<file path="config.mk">
export PLATFORM = sky130hd
export DESIGN_NAME = axi_master_engine
export DESIGN_NICKNAME = d
export VERILOG_FILES = /design/src/rtl/axi_if_pkg.sv /design/src/rtl/axi_hs_watchdog.sv /design/src/rtl/axi_master_engine.sv
export SDC_FILE = /design/constraint.sdc
export NUM_CORES = 1
export LEC_CHECK = 0
export BUFFER_PORTS_ARGS = -buffer_cell sky130_fd_sc_hd__buf_4
export CAP_MARGIN = 10
export CORE_AREA = 2 2 125 127
export CTS_CLUSTER_DIAMETER = 30
export DETAILED_ROUTE_END_ITERATION = 8
export DIE_AREA = 0 0 127 129
export PLACE_DENSITY = 0.65
export SYNTH_ARGS = -nofsm -noshare
export SYNTH_HDL_FRONTEND = slang
export SYNTH_SLANG_ARGS = --single-unit
</file>
<file path="constraint.sdc">
create_clock -name clk -period 4.3 [get_ports clk]
set_clock_uncertainty 0.1 [all_clocks]
set_input_delay 0.86 -clock clk [delete_from_list [all_inputs] [get_ports clk]]
set_output_delay 0.86 -clock clk [all_outputs]
set_load 0.005 [all_outputs]
</file>
<file path="src/rtl/axi_if_pkg.sv">
// Purpose: shared types and constants for the AXI master engine and its watchdog.
// Latency: n/a (types, constants and a pure helper function only).
// Backpressure: n/a.
package axi_if_pkg;

    typedef enum logic [2:0] {
        ST_IDLE,
        ST_AW,
        ST_W,
        ST_B,
        ST_AR,
        ST_R,
        ST_DONE
    } state_e;

    localparam logic [1:0] RESP_OKAY   = 2'b00;
    localparam logic [1:0] RESP_EXOKAY = 2'b01;
    localparam logic [1:0] RESP_SLVERR = 2'b10;
    localparam logic [1:0] RESP_DECERR = 2'b11;

    localparam logic [1:0] BURST_FIXED = 2'b00;
    localparam logic [1:0] BURST_INCR  = 2'b01;
    localparam logic [1:0] BURST_WRAP  = 2'b10;

    // Responses are ordered by severity, so the worst one is the numeric max.
    function automatic logic [1:0] resp_worst(input logic [1:0] a, input logic [1:0] b);
        return (a > b) ? a : b;
    endfunction

endpackage

</file>
<file path="src/rtl/axi_hs_watchdog.sv">
// Purpose: counts consecutive stalled cycles on the active channel and flags expiry.
// Latency: expire_o is combinational, asserted during the TMO_CYC-th consecutive stalled cycle.
// Backpressure: none; observes handshakes only.
// Ports: clk, rstn (sync active-low); active_i = a channel is in use this cycle;
//        hs_i = a handshake completes this cycle; expire_o = timeout reached.
module axi_hs_watchdog #(
    parameter int TMO_CYC = 1024
) (
    input  logic clk,
    input  logic rstn,
    input  logic active_i,
    input  logic hs_i,
    output logic expire_o
);

    localparam int CNT_W = (TMO_CYC > 1) ? $clog2(TMO_CYC) : 1;

    logic [CNT_W-1:0] cnt_q;
    logic [CNT_W-1:0] cnt_d;

    // cnt_q holds the number of stalled cycles already elapsed, so the
    // current stalled cycle is the last allowed one when cnt_q == TMO_CYC-1.
    assign expire_o = active_i && !hs_i && (cnt_q == CNT_W'(TMO_CYC - 1));

    always_comb begin
        cnt_d = cnt_q;
        if (!active_i || hs_i || expire_o) begin
            cnt_d = '0;
        end else begin
            cnt_d = cnt_q + CNT_W'(1);
        end
    end

    always_ff @(posedge clk) begin
        if (!rstn) begin
            cnt_q <= '0;
        end else begin
            cnt_q <= cnt_d;
        end
    end

endmodule

</file>
<file path="src/rtl/axi_master_engine.sv">
// Purpose: single-outstanding AXI master; turns one command into AW/W/B or AR/R and reports status.
// Latency: command taken in IDLE, one cycle per handshake, done pulse the cycle after B or the last R beat.
// Backpressure: valids held until ready; W/R beats pass straight through so source/sink stalls stall AXI.
// Ports: clk/rstn (sync active-low); cmd_* command; wd_* write-beat source; rd_* read-beat sink;
//        done_* one-cycle completion; aw*/w*/b*/ar*/r* AXI master channels.
module axi_master_engine
    import axi_if_pkg::*;
#(
    parameter int ID_W    = 4,
    parameter int ADDR_W  = 32,
    parameter int DATA_W  = 32,
    parameter int TMO_CYC = 1024
) (
    input  logic              clk,
    input  logic              rstn,
    input  logic              cmd_valid,
    output logic              cmd_ready,
    input  logic              cmd_write,
    input  logic [ID_W-1:0]   cmd_id,
    input  logic [ADDR_W-1:0] cmd_addr,
    input  logic [3:0]        cmd_len,
    input  logic [2:0]        cmd_size,
    input  logic [1:0]        cmd_burst,
    input  logic              wd_valid,
    output logic              wd_ready,
    input  logic [DATA_W-1:0] wd_data,
    input  logic [DATA_W/8-1:0] wd_strb,
    output logic              rd_valid,
    input  logic              rd_ready,
    output logic [DATA_W-1:0] rd_data,
    output logic              rd_last,
    output logic              done_valid,
    output logic [ID_W-1:0]   done_id,
    output logic [1:0]        done_resp,
    output logic              awvalid,
    input  logic              awready,
    output logic [ID_W-1:0]   awid,
    output logic [3:0]        awlen,
    output logic [2:0]        awsize,
    output logic [ADDR_W-1:0] awaddr,
    output logic [1:0]        awburst,
    output logic              wvalid,
    input  logic              wready,
    output logic [ID_W-1:0]   wid,
    output logic [DATA_W-1:0] wdata,
    output logic [DATA_W/8-1:0] wstrb,
    output logic              wlast,
    input  logic              bvalid,
    input  logic [ID_W-1:0]   bid,
    input  logic [1:0]        bresp,
    output logic              bready,
    output logic              arvalid,
    input  logic              arready,
    output logic [ID_W-1:0]   arid,
    output logic [ADDR_W-1:0] araddr,
    output logic [3:0]        arlen,
    output logic [2:0]        arsize,
    output logic [1:0]        arburst,
    input  logic              rvalid,
    input  logic [ID_W-1:0]   rid,
    input  logic [DATA_W-1:0] rdata,
    input  logic [DATA_W/8-1:0] rstrb,
    input  logic [1:0]        rresp,
    input  logic              rlast,
    output logic              rready
);

    state_e              state_q, state_d;
    logic                write_q, write_d;
    logic [ID_W-1:0]     id_q, id_d;
    logic [ADDR_W-1:0]   addr_q, addr_d;
    logic [3:0]          len_q, len_d;
    logic [2:0]          size_q, size_d;
    logic [1:0]          burst_q, burst_d;
    logic [4:0]          beat_q, beat_d;
    logic [1:0]          status_q, status_d;

    logic                hs;
    logic                chan_active;
    logic                tmo_expire;
    logic                last_beat;
    logic [1:0]          r_status;

    // Read ID and read strobes carry nothing this engine acts on.
    logic                unused_rx;
    assign unused_rx = ^{rid, rstrb};

    // beat_cnt is one bit wider than len so a 16-beat burst never wraps to 0.
    assign last_beat = (beat_q == {1'b0, len_q});

    assign chan_active = (state_q != ST_IDLE) && (state_q != ST_DONE);

    axi_hs_watchdog #(
        .TMO_CYC (TMO_CYC)
    ) u_watchdog (
        .clk      (clk),
        .rstn     (rstn),
        .active_i (chan_active),
        .hs_i     (hs),
        .expire_o (tmo_expire)
    );

    // Address channels reflect the latched command for its whole lifetime.
    assign awid    = id_q;
    assign awaddr  = addr_q;
    assign awlen   = len_q;
    assign awsize  = size_q;
    assign awburst = burst_q;
    assign arid    = id_q;
    assign araddr  = addr_q;
    assign arlen   = len_q;
    assign arsize  = size_q;
    assign arburst = burst_q;
    assign wid     = id_q;
    assign wdata   = wd_data;
    assign wstrb   = wd_strb;
    assign rd_data = rdata;
    assign rd_last = rlast;
    assign done_id   = id_q;
    assign done_resp = status_q;

    always_comb begin
        state_d    = state_q;
        write_d    = write_q;
        id_d       = id_q;
        addr_d     = addr_q;
        len_d      = len_q;
        size_d     = size_q;
        burst_d    = burst_q;
        beat_d     = beat_q;
        status_d   = status_q;
        r_status   = status_q;
        hs         = 1'b0;
        cmd_ready  = 1'b0;
        awvalid    = 1'b0;
        wvalid     = 1'b0;
        wd_ready   = 1'b0;
        wlast      = 1'b0;
        bready     = 1'b0;
        arvalid    = 1'b0;
        rready     = 1'b0;
        rd_valid   = 1'b0;
        done_valid = 1'b0;

        case (state_q)
            ST_IDLE: begin
                cmd_ready = rstn;
                if (cmd_valid) begin
                    write_d  = cmd_write;
                    id_d     = cmd_id;
                    addr_d   = cmd_addr;
                    len_d    = cmd_len;
                    size_d   = cmd_size;
                    burst_d  = cmd_burst;
                    beat_d   = '0;
                    status_d = RESP_OKAY;
                    state_d  = cmd_write ? ST_AW : ST_AR;
                end
            end
            ST_AW: begin
                awvalid = 1'b1;
                hs      = awready;
                if (awready) begin
                    state_d = ST_W;
                end
            end
            ST_W: begin
                wvalid   = wd_valid;
                wd_ready = wready;
                wlast    = last_beat;
                hs       = wd_valid && wready;
                if (hs) begin
                    beat_d = beat_q + 5'd1;
                    if (last_beat) begin
                        state_d = ST_B;
                    end
                end
            end
            ST_B: begin
                bready = 1'b1;
                hs     = bvalid;
                if (bvalid) begin
                    status_d = (bid != id_q) ? RESP_SLVERR : bresp;
                    state_d  = ST_DONE;
                end
            end
            ST_AR: begin
                arvalid = 1'b1;
                hs      = arready;
                if (arready) begin
                    state_d = ST_R;
                end
            end
            ST_R: begin
                rready   = rd_ready;
                rd_valid = rvalid;
                hs       = rvalid && rd_ready;
                if (hs) begin
                    beat_d = beat_q + 5'd1;
                    if (rresp != RESP_OKAY) begin
                        r_status = resp_worst(r_status, rresp);
                    end
                    // rlast must coincide exactly with the beat numbered len.
                    if (rlast != last_beat) begin
                        r_status = resp_worst(r_status, RESP_SLVERR);
                    end
                    status_d = r_status;
                    if (rlast) begin
                        state_d = ST_DONE;
                    end
                end
            end
            ST_DONE: begin
                done_valid = 1'b1;
                state_d    = ST_IDLE;
            end
            default: begin
                state_d = ST_IDLE;
            end
        endcase

        // Expiry only fires on a stalled cycle, so no beat is counted here;
        // DONE drives every valid/ready low from the next cycle on.
        if (tmo_expire) begin
            status_d = RESP_DECERR;
            state_d  = ST_DONE;
        end
    end

    always_ff @(posedge clk) begin
        if (!rstn) begin
            state_q  <= ST_IDLE;
            write_q  <= 1'b0;
            id_q     <= '0;
            addr_q   <= '0;
            len_q    <= '0;
            size_q   <= '0;
            burst_q  <= '0;
            beat_q   <= '0;
            status_q <= '0;
        end else begin
            state_q  <= state_d;
            write_q  <= write_d;
            id_q     <= id_d;
            addr_q   <= addr_d;
            len_q    <= len_d;
            size_q   <= size_d;
            burst_q  <= burst_d;
            beat_q   <= beat_d;
            status_q <= status_d;
        end
    end

endmodule
</file>
==> metrics.txt <==
# TYPE chip_impl_metric gauge
chip_impl_metric{name="largest_voltage_drop_on_the_vdd_net",unit="uV"} 260
chip_impl_metric{name="power.share.clock",unit=""} 0.292
chip_impl_metric{name="grt_antenna_before_repair",unit=""} 0
chip_impl_metric{name="yosysTopAreaCellShare",unit=""} 0.332
chip_impl_metric{name="final_antenna_net_count",unit=""} 0
chip_impl_info{name="tritoncts_clock_tree",value="built"} 1
chip_impl_metric{name="drt_wl_total",unit="um"} 10100
chip_impl_metric{name="synth-simple-area-share",unit=""} 0.213
chip_impl_metric{name="clock_input_transition_at_the_sequential_cells_of_the_worst_setup_and_hold_paths",unit="ps"} 50
chip_impl_metric{name="finalMaxSlewViolations",unit=""} 0
chip_impl_metric{name="hold_violation_count_in_the_final_report",unit=""} 0
chip_impl_metric{name="clock_tree.buffer_depth",unit=""} 2
chip_impl_metric{name="pint",unit="W"} 0.00165
chip_impl_metric{name="grt_overflow",unit=""} 0
chip_impl_metric{name="tightest_slew",unit="ps"} 942
chip_impl_metric{name="die_area",unit="mm^2"} 0.0164
chip_impl_metric{name="port_buffers",unit=""} 175
chip_impl_metric{name="drive_gt1_frac",unit=""} 0.363
chip_impl_metric{name="clkLatencyLatePin",unit="ps"} 330
chip_impl_metric{name="h_tree_lvls",unit=""} 3
chip_impl_info{name="critical_path.endpoint_type",value="primary output"} 1
chip_impl_metric{name="post_synth_xor_area_fraction",unit=""} 0.0447
chip_impl_metric{name="cts_hold_buffers",unit=""} 0
chip_impl_info{name="critical_path.startpoint_type",value="flip-flop"} 1
chip_impl_metric{name="detailedPlacementHpwl",unit="um"} 7340
chip_impl_metric{name="power_per_cell_area",unit="mW/mm^2"} 529
chip_impl_metric{name="via_per_instance_ratio",unit=""} 4.40
chip_impl_metric{name="timing.critical_path.fanout_max",unit=""} 21
chip_impl_metric{name="final_nets",unit=""} 693
chip_impl_metric{name="core",unit="mm^2"} 0.0150
chip_impl_metric{name="critPathArrivalTime",unit="ps"} 2090
chip_impl_metric{name="pwr-share-comb",unit=""} 0.365
chip_impl_metric{name="post_synth_fa_ha_maj_area_fraction",unit=""} 0.0160
chip_impl_metric{name="synth_nets",unit=""} 650
chip_impl_metric{name="synthesis.instances",unit=""} 504
chip_impl_metric{name="synth_area_per_cell",unit="um^2"} 7.77
chip_impl_info{name="synth.largest_area_cell",value="sky130_fd_sc_hd__dfxtp_1"} 1
chip_impl_metric{name="fillers",unit=""} 1613
chip_impl_metric{name="clkSinkCount",unit=""} 65
chip_impl_metric{name="avgRoutedWirePerCell",unit="um"} 13.6
chip_impl_info{name="setup.worst_path.class",value="flip-flop to primary output"} 1
chip_impl_metric{name="p_total",unit="W"} 0.00252
chip_impl_metric{name="global_route_usage_over_all_layers",unit=""} 0.118
chip_impl_metric{name="start_util",unit=""} 0.262
chip_impl_info{name="worstHoldPathType",value="flip-flop to flip-flop"} 1
chip_impl_metric{name="post-cts-setup-buffer-count",unit=""} 0
chip_impl_metric{name="diodes",unit=""} 0
chip_impl_metric{name="max_slew_margin",unit=""} 0.370
chip_impl_metric{name="detail_route.drc_violations",unit=""} 0
chip_impl_metric{name="cts_resized",unit=""} 0
chip_impl_info{name="ys.flop_type",value="sky130_fd_sc_hd__dfxtp_1"} 1
chip_impl_metric{name="synth.ff_latch_count",unit=""} 65
chip_impl_metric{name="grt_max_degree",unit=""} 47
chip_impl_metric{name="dieHeight",unit="um"} 129
chip_impl_metric{name="route.vias.total",unit=""} 3249
chip_impl_metric{name="first_global_vias",unit=""} 2886
chip_impl_metric{name="yosysWarnings",unit=""} 0
chip_impl_metric{name="place.gp.congestion",unit=""} 0.770
chip_impl_info{name="rsz_0062_raised_after_global_routing",value="no"} 1
chip_impl_metric{name="row_count",unit=""} 45
chip_impl_metric{name="synth-compound-area-share",unit=""} 0.127
chip_impl_metric{name="die-width",unit="um"} 127
chip_impl_metric{name="setup_viol_count_final",unit=""} 0
chip_impl_metric{name="seq_area_frac_synth",unit=""} 0.332
chip_impl_info{name="cts-root-buf",value="sky130_fd_sc_hd__clkbuf_16"} 1
chip_impl_metric{name="cap_viol_max_count",unit=""} 0
chip_impl_metric{name="fin_crit_share",unit=""} 0.710
chip_impl_metric{name="synth.area.mux_share",unit=""} 0.00256
chip_impl_metric{name="cts_buffers",unit=""} 9
chip_impl_metric{name="p_leak",unit="nW"} 2.15
chip_impl_metric{name="synth.distinct_cells",unit=""} 49
chip_impl_metric{name="grt_first_pass_wirelength",unit="um"} 15000
chip_impl_metric{name="timing.fmax",unit="MHz"} 328
chip_impl_info{name="leading_cell_types_in_the_layout_fill_and_taps_excluded",value="sky130_fd_sc_hd__buf_4, sky130_fd_sc_hd__nand2_1, sky130_fd_sc_hd__dfxtp_1"} 1
chip_impl_info{name="most_common_library_cell_in_the_layout_ignoring_fill_and_taps",value="sky130_fd_sc_hd__buf_4"} 1
chip_impl_metric{name="detail_route.first_pass.iterations",unit=""} 4
chip_impl_metric{name="syn_area",unit="mm^2"} 0.00392
chip_impl_info{name="synth_top_family_by_area",value="buffers and inverters"} 1
chip_impl_metric{name="timing.critical_path.required",unit="ps"} 3340
chip_impl_metric{name="power_switching",unit="W"} 0.000864
chip_impl_info{name="yosys-top-cells-area",value="sky130_fd_sc_hd__dfxtp_1, sky130_fd_sc_hd__buf_4, sky130_fd_sc_hd__nand2_1"} 1
chip_impl_metric{name="io_pins",unit=""} 320
chip_impl_metric{name="ys_async_sr_fraction",unit=""} 0
chip_impl_metric{name="synth_edf_count",unit=""} 0
chip_impl_metric{name="initialDrtViolationCount",unit=""} 147
chip_impl_metric{name="setup_tns",unit="ps"} 0
chip_impl_metric{name="switching_share",unit=""} 0.343
chip_impl_info{name="status",value="complete, no violations"} 1
chip_impl_metric{name="share_seq_of_total_power",unit=""} 0.343
chip_impl_metric{name="synthToLayoutAreaGrowth",unit="%"} 21.5
chip_impl_metric{name="layout_min_cycle_time",unit="ps"} 3050
[final timing paths]
kind | slack, ps | from | depth (start not counted) | end
setup / recovery | 1250 | state_q[1]$_SDFFE_PN0P_ | 4 | wlast
hold / removal | 370 | u_watchdog.cnt_q[0]$_SDFF_PP0_ | 1 | u_watchdog.cnt_q[0]$_SDFF_PP0_
setup reg to reg | 1970 | state_q[1]$_SDFFE_PN0P_ | 5 | u_watchdog.cnt_q[7]$_SDFF_PP0_
hold reg to reg | 370 | u_watchdog.cnt_q[0]$_SDFF_PP0_ | 1 | u_watchdog.cnt_q[0]$_SDFF_PP0_
[registers in the layout, summed over array words and instances, names as in the netlist]
register and flops:
arsize 3, arlen 4, u_watchdog.cnt_q 10, done_resp 2, arburst 2, beat_q 5
araddr 32, state_q 3, arid 4
[through the flow]
stage               worst slack [ps]  hold WS [ps]  utilization  area, um^2  instances
floorplan                       1850           330            -        3920        504
global placement                1600           348        0.298        4460        724
detailed placement              1620           365        0.298        4460        724
CTS                             1240           373        0.318        4760        739
global route                    1070           396        0.318        4760        739
finish                          1250           370        0.318        4760        739
[critical path, stage by stage, from the launching register on]
cell	delay [ps]
sky130_fd_sc_hd__dfxtp_1	700
sky130_fd_sc_hd__nor2b_1	570
sky130_fd_sc_hd__nand2_1	160
sky130_fd_sc_hd__nor2_1	190
sky130_fd_sc_hd__buf_4	140
[area by class of cell]
cell class | count | area, um^2 | area share
inverters | 7 | 26.3 | 0.00552
flip-flops and latches | 65 | 1300 | 0.273
repair buffers | 175 | 1310 | 0.276
well taps | 188 | 235 | 0.0494
clock inverters | 3 | 40.0 | 0.00841
clock buffers | 12 | 256 | 0.0539
multi-input cells | 289 | 1590 | 0.333
[synth_stat cells (2+ instances only)]
| cell | instances |
|---|---|
| sky130_fd_sc_hd__nor3b_1 | 4 |
| sky130_fd_sc_hd__xor2_1 | 9 |
| sky130_fd_sc_hd__a21oi_1 | 41 |
| sky130_fd_sc_hd__a31oi_1 | 3 |
| sky130_fd_sc_hd__ha_1 | 5 |
| sky130_fd_sc_hd__nand2_1 | 105 |
| sky130_fd_sc_hd__nand2b_1 | 2 |
| sky130_fd_sc_hd__buf_4 | 122 |
| sky130_fd_sc_hd__a21boi_0 | 11 |
| sky130_fd_sc_hd__o21ai_0 | 8 |
| sky130_fd_sc_hd__o221a_2 | 2 |
| sky130_fd_sc_hd__xnor2_1 | 11 |
| sky130_fd_sc_hd__nor2b_1 | 3 |
| sky130_fd_sc_hd__nand3_1 | 14 |
| sky130_fd_sc_hd__o221ai_1 | 2 |
| sky130_fd_sc_hd__nor2_1 | 26 |
| sky130_fd_sc_hd__and4_1 | 2 |
| sky130_fd_sc_hd__dfxtp_1 | 65 |
| sky130_fd_sc_hd__inv_1 | 5 |
| sky130_fd_sc_hd__nor3_1 | 5 |
| sky130_fd_sc_hd__and3b_1 | 2 |
| sky130_fd_sc_hd__and3_1 | 5 |
| sky130_fd_sc_hd__buf_2 | 10 |
| sky130_fd_sc_hd__nor3_2 | 2 |
| sky130_fd_sc_hd__and2_1 | 5 |
| sky130_fd_sc_hd__nand4_1 | 2 |
| sky130_fd_sc_hd__clkbuf_1 | 11 |
[power groups by stage]
stage / sequential (W) / clock [W] / combinational (W)
2_1_floorplan: 0.000815 / 0 / 0.000693
3_3_place_gp: 0.000875 / 0 / 0.000929
3_5_place_dp: 0.000877 / 0 / 0.000942
4_1_cts: 0.000865 / 0.000770 / 0.000944
5_1_grt: 0.000884 / 0.000791 / 0.00103
6_report: 0.000864 / 0.000734 / 0.000919
[cell families (layout without fill, tap and decap cells)]
logic type | after synthesis | in the layout
AOI/OAI and AO/OA | 80 | 80
xor gates and xnor gates | 20 | 20
adders and majority gates | 5 | 5
buffers and inverters | 150 | 197
DFF | 65 | 65
muxes | 1 | 1
and+or+nand+nor | 183 | 183
[layer usage]
layer,part of all wire,GRT usage,up-vias
met5,0,0,-
met4,0.026,0.0621,0
met3,0.079,0.0403,28
met2,0.48,0.188,131
met1,0.42,0.142,1477
li1,-,-,1613
Power figures use the tool's default switching activity.
